--- config.mk ---
export PLATFORM = sky130hd
export DESIGN_NAME = seq_shared_reg_arbiter
export DESIGN_NICKNAME = d
export VERILOG_FILES = /design/src/rtl/seq_shared_reg_pkg.sv /design/src/rtl/seq_rr_pick.sv /design/src/rtl/seq_shared_reg_arbiter.sv
export SDC_FILE = /design/constraint.sdc
export NUM_CORES = 1
export LEC_CHECK = 0
export CAP_MARGIN = 15
export CORE_MARGIN = 2
export CORE_UTILIZATION = 43
export CTS_BUF_LIST = sky130_fd_sc_hd__clkbuf_8 sky130_fd_sc_hd__clkbuf_16
export DETAILED_ROUTE_END_ITERATION = 8
export GPL_ROUTABILITY_DRIVEN = 0
export PLACE_DENSITY = 0.77
export REMOVE_ABC_BUFFERS = 1
export SLEW_MARGIN = 20
export SYNTH_ARGS = -nofsm -noshare
export SYNTH_HDL_FRONTEND = slang
export SYNTH_SLANG_ARGS = --single-unit
--- constraint.sdc ---
create_clock -name clk -period 4.91 [get_ports clk]
set_clock_uncertainty 0.2 [all_clocks]
set_input_delay 0.982 -clock clk [delete_from_list [all_inputs] [get_ports clk]]
set_output_delay 0.982 -clock clk [all_outputs]
set_load 0.02 [all_outputs]
--- src/rtl/seq_shared_reg_pkg.sv ---
// Shared types for the sequential shared-register arbiter.
// Optional build macro: SEQ_SHARED_REG_SATURATE_EN (see seq_shared_reg_arbiter).
package seq_shared_reg_pkg;

    // Operation applied to the shared register by the granted requester
    typedef enum logic [1:0] {
        CLR  = 2'd0,
        INC  = 2'd1,
        DEC  = 2'd2,
        LOAD = 2'd3
    } op_t;

    // Arbiter state: free round-robin or held by a locked owner
    typedef enum logic {
        IDLE   = 1'b0,
        LOCKED = 1'b1
    } arb_state_t;

endpackage

--- src/rtl/seq_rr_pick.sv ---
// Combinational rotate-priority picker: one-hot grant for the first set
// request bit scanning upward from i_ptr, wrapping modulo N_REQ.
module seq_rr_pick #(
    parameter int unsigned N_REQ = 4
) (
    input  logic [N_REQ-1:0]         i_req,
    input  logic [$clog2(N_REQ)-1:0] i_ptr,
    output logic [N_REQ-1:0]         o_gnt,
    output logic [$clog2(N_REQ)-1:0] o_idx,
    output logic                     o_valid
);

    localparam int unsigned PW = $clog2(N_REQ);

    int unsigned w_pos;

    // Walk the requests starting at the pointer and keep the first hit
    always_comb begin
        o_gnt   = '0;
        o_idx   = '0;
        o_valid = 1'b0;
        w_pos   = 0;
        for (int unsigned k = 0; k < N_REQ; k++) begin
            w_pos = 32'(i_ptr) + k;
            if (w_pos >= N_REQ) begin
                w_pos = w_pos - N_REQ;
            end
            if (!o_valid && i_req[w_pos]) begin
                o_gnt[w_pos] = 1'b1;
                o_idx        = PW'(w_pos);
                o_valid      = 1'b1;
            end
        end
    end

endmodule

--- src/rtl/seq_shared_reg_arbiter.sv ---
// Round-robin arbiter owning one shared WIDTH-bit register
// (clear / increment / decrement / load) with bounded ownership lock.
// Build macro SEQ_SHARED_REG_SATURATE_EN: INC/DEC clamp at the limits
// instead of wrapping; ovf pulses on each clamped op. Arbitration unchanged.
module seq_shared_reg_arbiter
    import seq_shared_reg_pkg::*;
#(
    parameter int unsigned N_REQ    = 4,
    parameter int unsigned WIDTH    = 8,
    parameter int unsigned MAX_LOCK = 8
) (
    input  logic                     clk,
    input  logic                     rst_n,
    input  logic [N_REQ-1:0]         req,
    input  logic [N_REQ-1:0]         lock,
    input  logic [2*N_REQ-1:0]       op,
    input  logic [N_REQ*WIDTH-1:0]   wdata,
    output logic [N_REQ-1:0]         gnt,
    output logic [WIDTH-1:0]         q,
    output logic [$clog2(N_REQ)-1:0] owner,
    output logic                     ovf
);

    localparam int unsigned PW = $clog2(N_REQ);
    localparam int unsigned CW = $clog2(MAX_LOCK + 1);

    arb_state_t       r_state;
    logic [PW-1:0]    r_ptr;
    logic [PW-1:0]    r_owner;
    logic [CW-1:0]    r_lock_cnt;
    logic [WIDTH-1:0] r_q;
    logic             r_ovf;

    logic [N_REQ-1:0] w_pick_gnt;
    logic [PW-1:0]    w_pick_idx;
    logic             w_pick_valid;

    logic [N_REQ-1:0] w_gnt;
    logic [PW-1:0]    w_gidx;
    logic             w_gvalid;
    op_t              w_op;
    logic [WIDTH-1:0] w_wd;
    logic [WIDTH-1:0] w_q_nxt;
    logic             w_ovf_nxt;

    // Successor index modulo N_REQ
    function automatic logic [PW-1:0] f_next(input logic [PW-1:0] i_idx);
        if (32'(i_idx) == N_REQ - 1) begin
            return '0;
        end
        return i_idx + 1'b1;
    endfunction

    seq_rr_pick #(
        .N_REQ (N_REQ)
    ) u_pick (
        .i_req   (req),
        .i_ptr   (r_ptr),
        .o_gnt   (w_pick_gnt),
        .o_idx   (w_pick_idx),
        .o_valid (w_pick_valid)
    );

    // Grant: masked in reset, round-robin when idle, owner-only when locked
    always_comb begin
        w_gnt    = '0;
        w_gidx   = r_owner;
        w_gvalid = 1'b0;
        if (!rst_n) begin
            w_gnt = '0;
        end else if (r_state == IDLE) begin
            w_gnt    = w_pick_gnt;
            w_gidx   = w_pick_idx;
            w_gvalid = w_pick_valid;
        end else if (req[r_owner]) begin
            w_gnt[r_owner] = 1'b1;
            w_gidx         = r_owner;
            w_gvalid       = 1'b1;
        end
    end

    assign gnt = w_gnt;

    // Select op and load data of the single granted requester
    always_comb begin
        w_op = CLR;
        w_wd = '0;
        for (int unsigned i = 0; i < N_REQ; i++) begin
            if (w_gnt[i]) begin
                w_op = op_t'(op[2*i +: 2]);
                w_wd = wdata[WIDTH*i +: WIDTH];
            end
        end
    end

    // Next register value and overflow flag for the granted op
    always_comb begin
        w_q_nxt   = r_q;
        w_ovf_nxt = 1'b0;
        if (w_gvalid) begin
            case (w_op)
                CLR:  w_q_nxt = '0;
                INC: begin
                    if (&r_q) begin
                        w_ovf_nxt = 1'b1;
`ifdef SEQ_SHARED_REG_SATURATE_EN
                        w_q_nxt   = r_q;
`else
                        w_q_nxt   = '0;
`endif
                    end else begin
                        w_q_nxt = r_q + 1'b1;
                    end
                end
                DEC: begin
                    if (r_q == '0) begin
                        w_ovf_nxt = 1'b1;
`ifdef SEQ_SHARED_REG_SATURATE_EN
                        w_q_nxt   = '0;
`else
                        w_q_nxt   = '1;
`endif
                    end else begin
                        w_q_nxt = r_q - 1'b1;
                    end
                end
                LOAD: w_q_nxt = w_wd;
            endcase
        end
    end

    // FSM, lock counter, pointer and shared register update
    always_ff @(posedge clk) begin
        if (!rst_n) begin
            r_state    <= IDLE;
            r_ptr      <= '0;
            r_owner    <= '0;
            r_lock_cnt <= '0;
            r_q        <= '0;
            r_ovf      <= 1'b0;
        end else begin
            r_q   <= w_q_nxt;
            r_ovf <= w_ovf_nxt;
            case (r_state)
                IDLE: begin
                    if (w_gvalid) begin
                        r_owner <= w_gidx;
                        // A one-cycle cap is already exhausted by this grant
                        if (lock[w_gidx] && (MAX_LOCK > 1)) begin
                            r_state    <= LOCKED;
                            r_lock_cnt <= CW'(1);
                        end else begin
                            r_ptr <= f_next(w_gidx);
                        end
                    end
                end
                LOCKED: begin
                    if (!w_gvalid || !lock[r_owner] ||
                        (r_lock_cnt == CW'(MAX_LOCK - 1))) begin
                        r_state    <= IDLE;
                        r_lock_cnt <= '0;
                        r_ptr      <= f_next(r_owner);
                    end else begin
                        r_lock_cnt <= r_lock_cnt + 1'b1;
                    end
                end
                default: r_state <= IDLE;
            endcase
        end
    end

    assign q     = r_q;
    assign owner = r_owner;
    assign ovf   = r_ovf;

endmodule
==> impl_metrics.ini <==
[cts]
cts_tree = yes
clockBufferDepth = 2
cts.htree.levels = 1
clk_pin_slew_ns = 0.07
ctsHoldBuffers = 0
cts_sinks = 18
numCtsBuffers = 3
cts_root_buf = clkbuf_8
clock_latency_ns = 0.25

[finish]
drive_above_1_share = 0.192
stdcell_count = 436
layout_commonest_cell = clkdlybuf4s50_1
mostFrequentLayoutCells = 60 x clkdlybuf4s50_1, 42 x buf_4, 31 x nand2_1
area_delta_synth_final_pct = 49.4
post-route-util = 0.675
antenna_cells = 0
fin_nets = 435

[power]
seqPwrFrac = 0.139
swShare = 0.478
leakage_uw = 0.00128
p_int_uw = 1090
clkPwrFrac = 0.059
vdd_ir_drop_max_mv = 0.463
p_per_area_nw_per_um2 = 645
p_comb_frac = 0.802
p_sw_uw = 996

[placement]
post-place-cells = 431
io_buffers = 64
dp_hpwl_um = 5590
pre_cts_ws_ns = -0.0833

[synthesis]
synth_cell_types = 60
ys_warn_count = 0
netlist_area_um2 = 2160
yosysSeqAreaShare = 0.167
synth_ff_type = dfxtp_1
synth_edf_count = 0
syn_area_per_cell_um2 = 7.74
synthCells = 279
ys_seq_elements = 18
async_reset_ff_frac = 0

[critical_path]
path_cells = dlymetal6s2s_1, mux4_2, or4b_4, nor2_2, a221o_1, buf_4, clkdlybuf4s50_1
cp_top_family = buffers and inverters
crit_end = gnt[0]
critical-path-max-stage-delay_ns = 0.60
ff2ff_setup_slack_ns = 0.50
startpoint_type = input port
cp.required_ns = 3.73
cp_max_fo = 6
cp.buffers_inverters = 3
r2r-end = q[2]
critPathLaunch = req[2]
worstSetupPathType = input port to output pin
worst-path-stages = 7
rr_startpoint = r_ptr[1]
reg2reg_depth = 18
arrival_ns = 3.37
crit_slowest_cell = clkdlybuf4s50_1
setup.worst_path.end_class = output pin

[sta]
drv_slew = 0
fin_crit_ns = 4.55
setup_viol = 0
grt_setup_unrepaired = false
fmax_mhz = 220
setup_slack_ns = 0.356
hold_violations = 0
tightest_slew_ns = 0.601
period_share = 0.927
setup-tns-final_ns = 0
hold_ws_ns = 0.289
relSlewSlack = 0.596

[route]
antenna_left = 0
drt_wl_total_um = 6880
vias_per_cell = 5.78
drc = 0
vias = 2522
firstDrtPassIters = 5
wire_per_inst_um = 15.8
drt_iter0_drc = 190

[global_route]
grtUsageTotal = 0.239
grt_max_degree = 14
grt_pass1_wl_um = 10600
grt_pass1_vias = 2287
gr-total-overflow = 0
antenna_found_initial = 0

[floorplanning]
die_y_um = 74.9
pin_count = 65
die_w_um = 74.9
core-area_um2 = 4790
start_util = 0.452
dieArea_um2 = 5610
rows = 25

[flow_run]
drv_cap = 0

[worst_hold_path]
min_path_type = flop to flop

[run_status]
status = finished, final reports clean
worst reg2reg max path: stages (launching register included):
cell	delay [ns]
dfxtp_1	0.52
inv_1	0.12
ha_1	0.41
mux4_2	0.39
buf_4	0.18
a221oi_1	0.43
o31ai_4	0.13
buf_4	0.16
nand2_1	0.05
o211ai_1	0.08
o21a_1	0.13
mux2_2	0.27
ha_1	0.28
inv_1	0.12
a31oi_2	0.07
a221o_1	0.36
nand2_1	0.06
a21oi_1	0.09
a221o_1	0.26
worst min-delay path by stage:
stage          cells past startpoint  slack [ns]            end          start
2_1_floorplan                      2        0.25  r_lock_cnt[1]  r_lock_cnt[1]
3_3_place_gp                       2        0.26  r_lock_cnt[1]  r_lock_cnt[1]
3_5_place_dp                       2        0.27  r_lock_cnt[1]  r_lock_cnt[1]
4_1_cts                            2        0.28  r_lock_cnt[1]  r_lock_cnt[1]
5_1_grt                            2        0.33  r_lock_cnt[1]  r_lock_cnt[1]
6_report                           2        0.29  r_lock_cnt[1]  r_lock_cnt[1]
repair_timing:
action,4_1_cts,5_1_grt
endpoints found under the setup margin,0,9
resized for setup,0,13
setup buffers,0,1
cell type report:
type,count,area [um2]
Fill cell,398,1560
Sequential cell,18,360
Multi-Input combinational cell,221,1690
Timing Repair Buffer,106,966
Clock buffer,4,55.1
Tap cell,67,83.8
Inverter,20,75.1
flip-flops by register name (all words and copies together), names as in the netlist:
signal / cells
r_state: 1
owner: 2
ovf: 1
q: 8
r_ptr: 2
r_lock_cnt: 4
metal layers:
metal / GRT usage / vias to the layer above / wire length (um)
li1: - / 1240 / -
met1: 0.337 / 1191 / 3070
met2: 0.398 / 81 / 3390
met3: 0.0107 / 10 / 303
met4: 0.0675 / 0 / 121
met5: 0 / - / 0
per-stage QoR:
stage | power (uW) | instance area [um2]
after global routing | 2250 | 3230
after floorplan | 1230 | 2060
final | 2080 | 3230
after global placement | 1820 | 3100
after detailed placement | 1860 | 3100
after CTS | 1990 | 3150
power by group through the flow:
stage | registers [uW] | logic [uW] | clock network [uW]
2_1_floorplan | 313 | 914 | 0
3_3_place_gp | 286 | 1540 | 0
3_5_place_dp | 286 | 1570 | 0
4_1_cts | 283 | 1590 | 123
5_1_grt | 300 | 1820 | 127
6_report | 289 | 1670 | 124
synthesized netlist by cell type (5+ instances only):
| master | count | area, um2 |
|---|---|---|
| nor2_1 | 14 | 52.6 |
| nor3_1 | 12 | 60.1 |
| dfxtp_1 | 18 | 360 |
| inv_1 | 20 | 75.1 |
| o221ai_1 | 5 | 43.8 |
| clkbuf_1 | 12 | 45.0 |
| a221oi_1 | 7 | 61.3 |
| o211ai_1 | 8 | 60.1 |
| a221o_1 | 7 | 70.1 |
| o31ai_1 | 6 | 45.0 |
| a21oi_1 | 15 | 75.1 |
| nand2_1 | 31 | 116 |
| o21ai_0 | 9 | 45.0 |
| nand3_1 | 7 | 35.0 |
| nor2b_1 | 5 | 31.3 |
| ha_1 | 15 | 188 |
logic make-up (layout without fill, tap and decap cells):
family                     after synthesis  in the layout  share of synthesized area
muxes                                   13             13                      0.100
buffers and inverters                   40            130                     0.0822
xor gates and xnor gates                 6              6                     0.0243
AOI/OAI and AO/OA                       90             90                      0.310
adders and majority gates               15             15                     0.0869
DFF                                     18             18                      0.167
and+or+nand+nor                         97             97                      0.229
(Power assumes the default switching activity.)
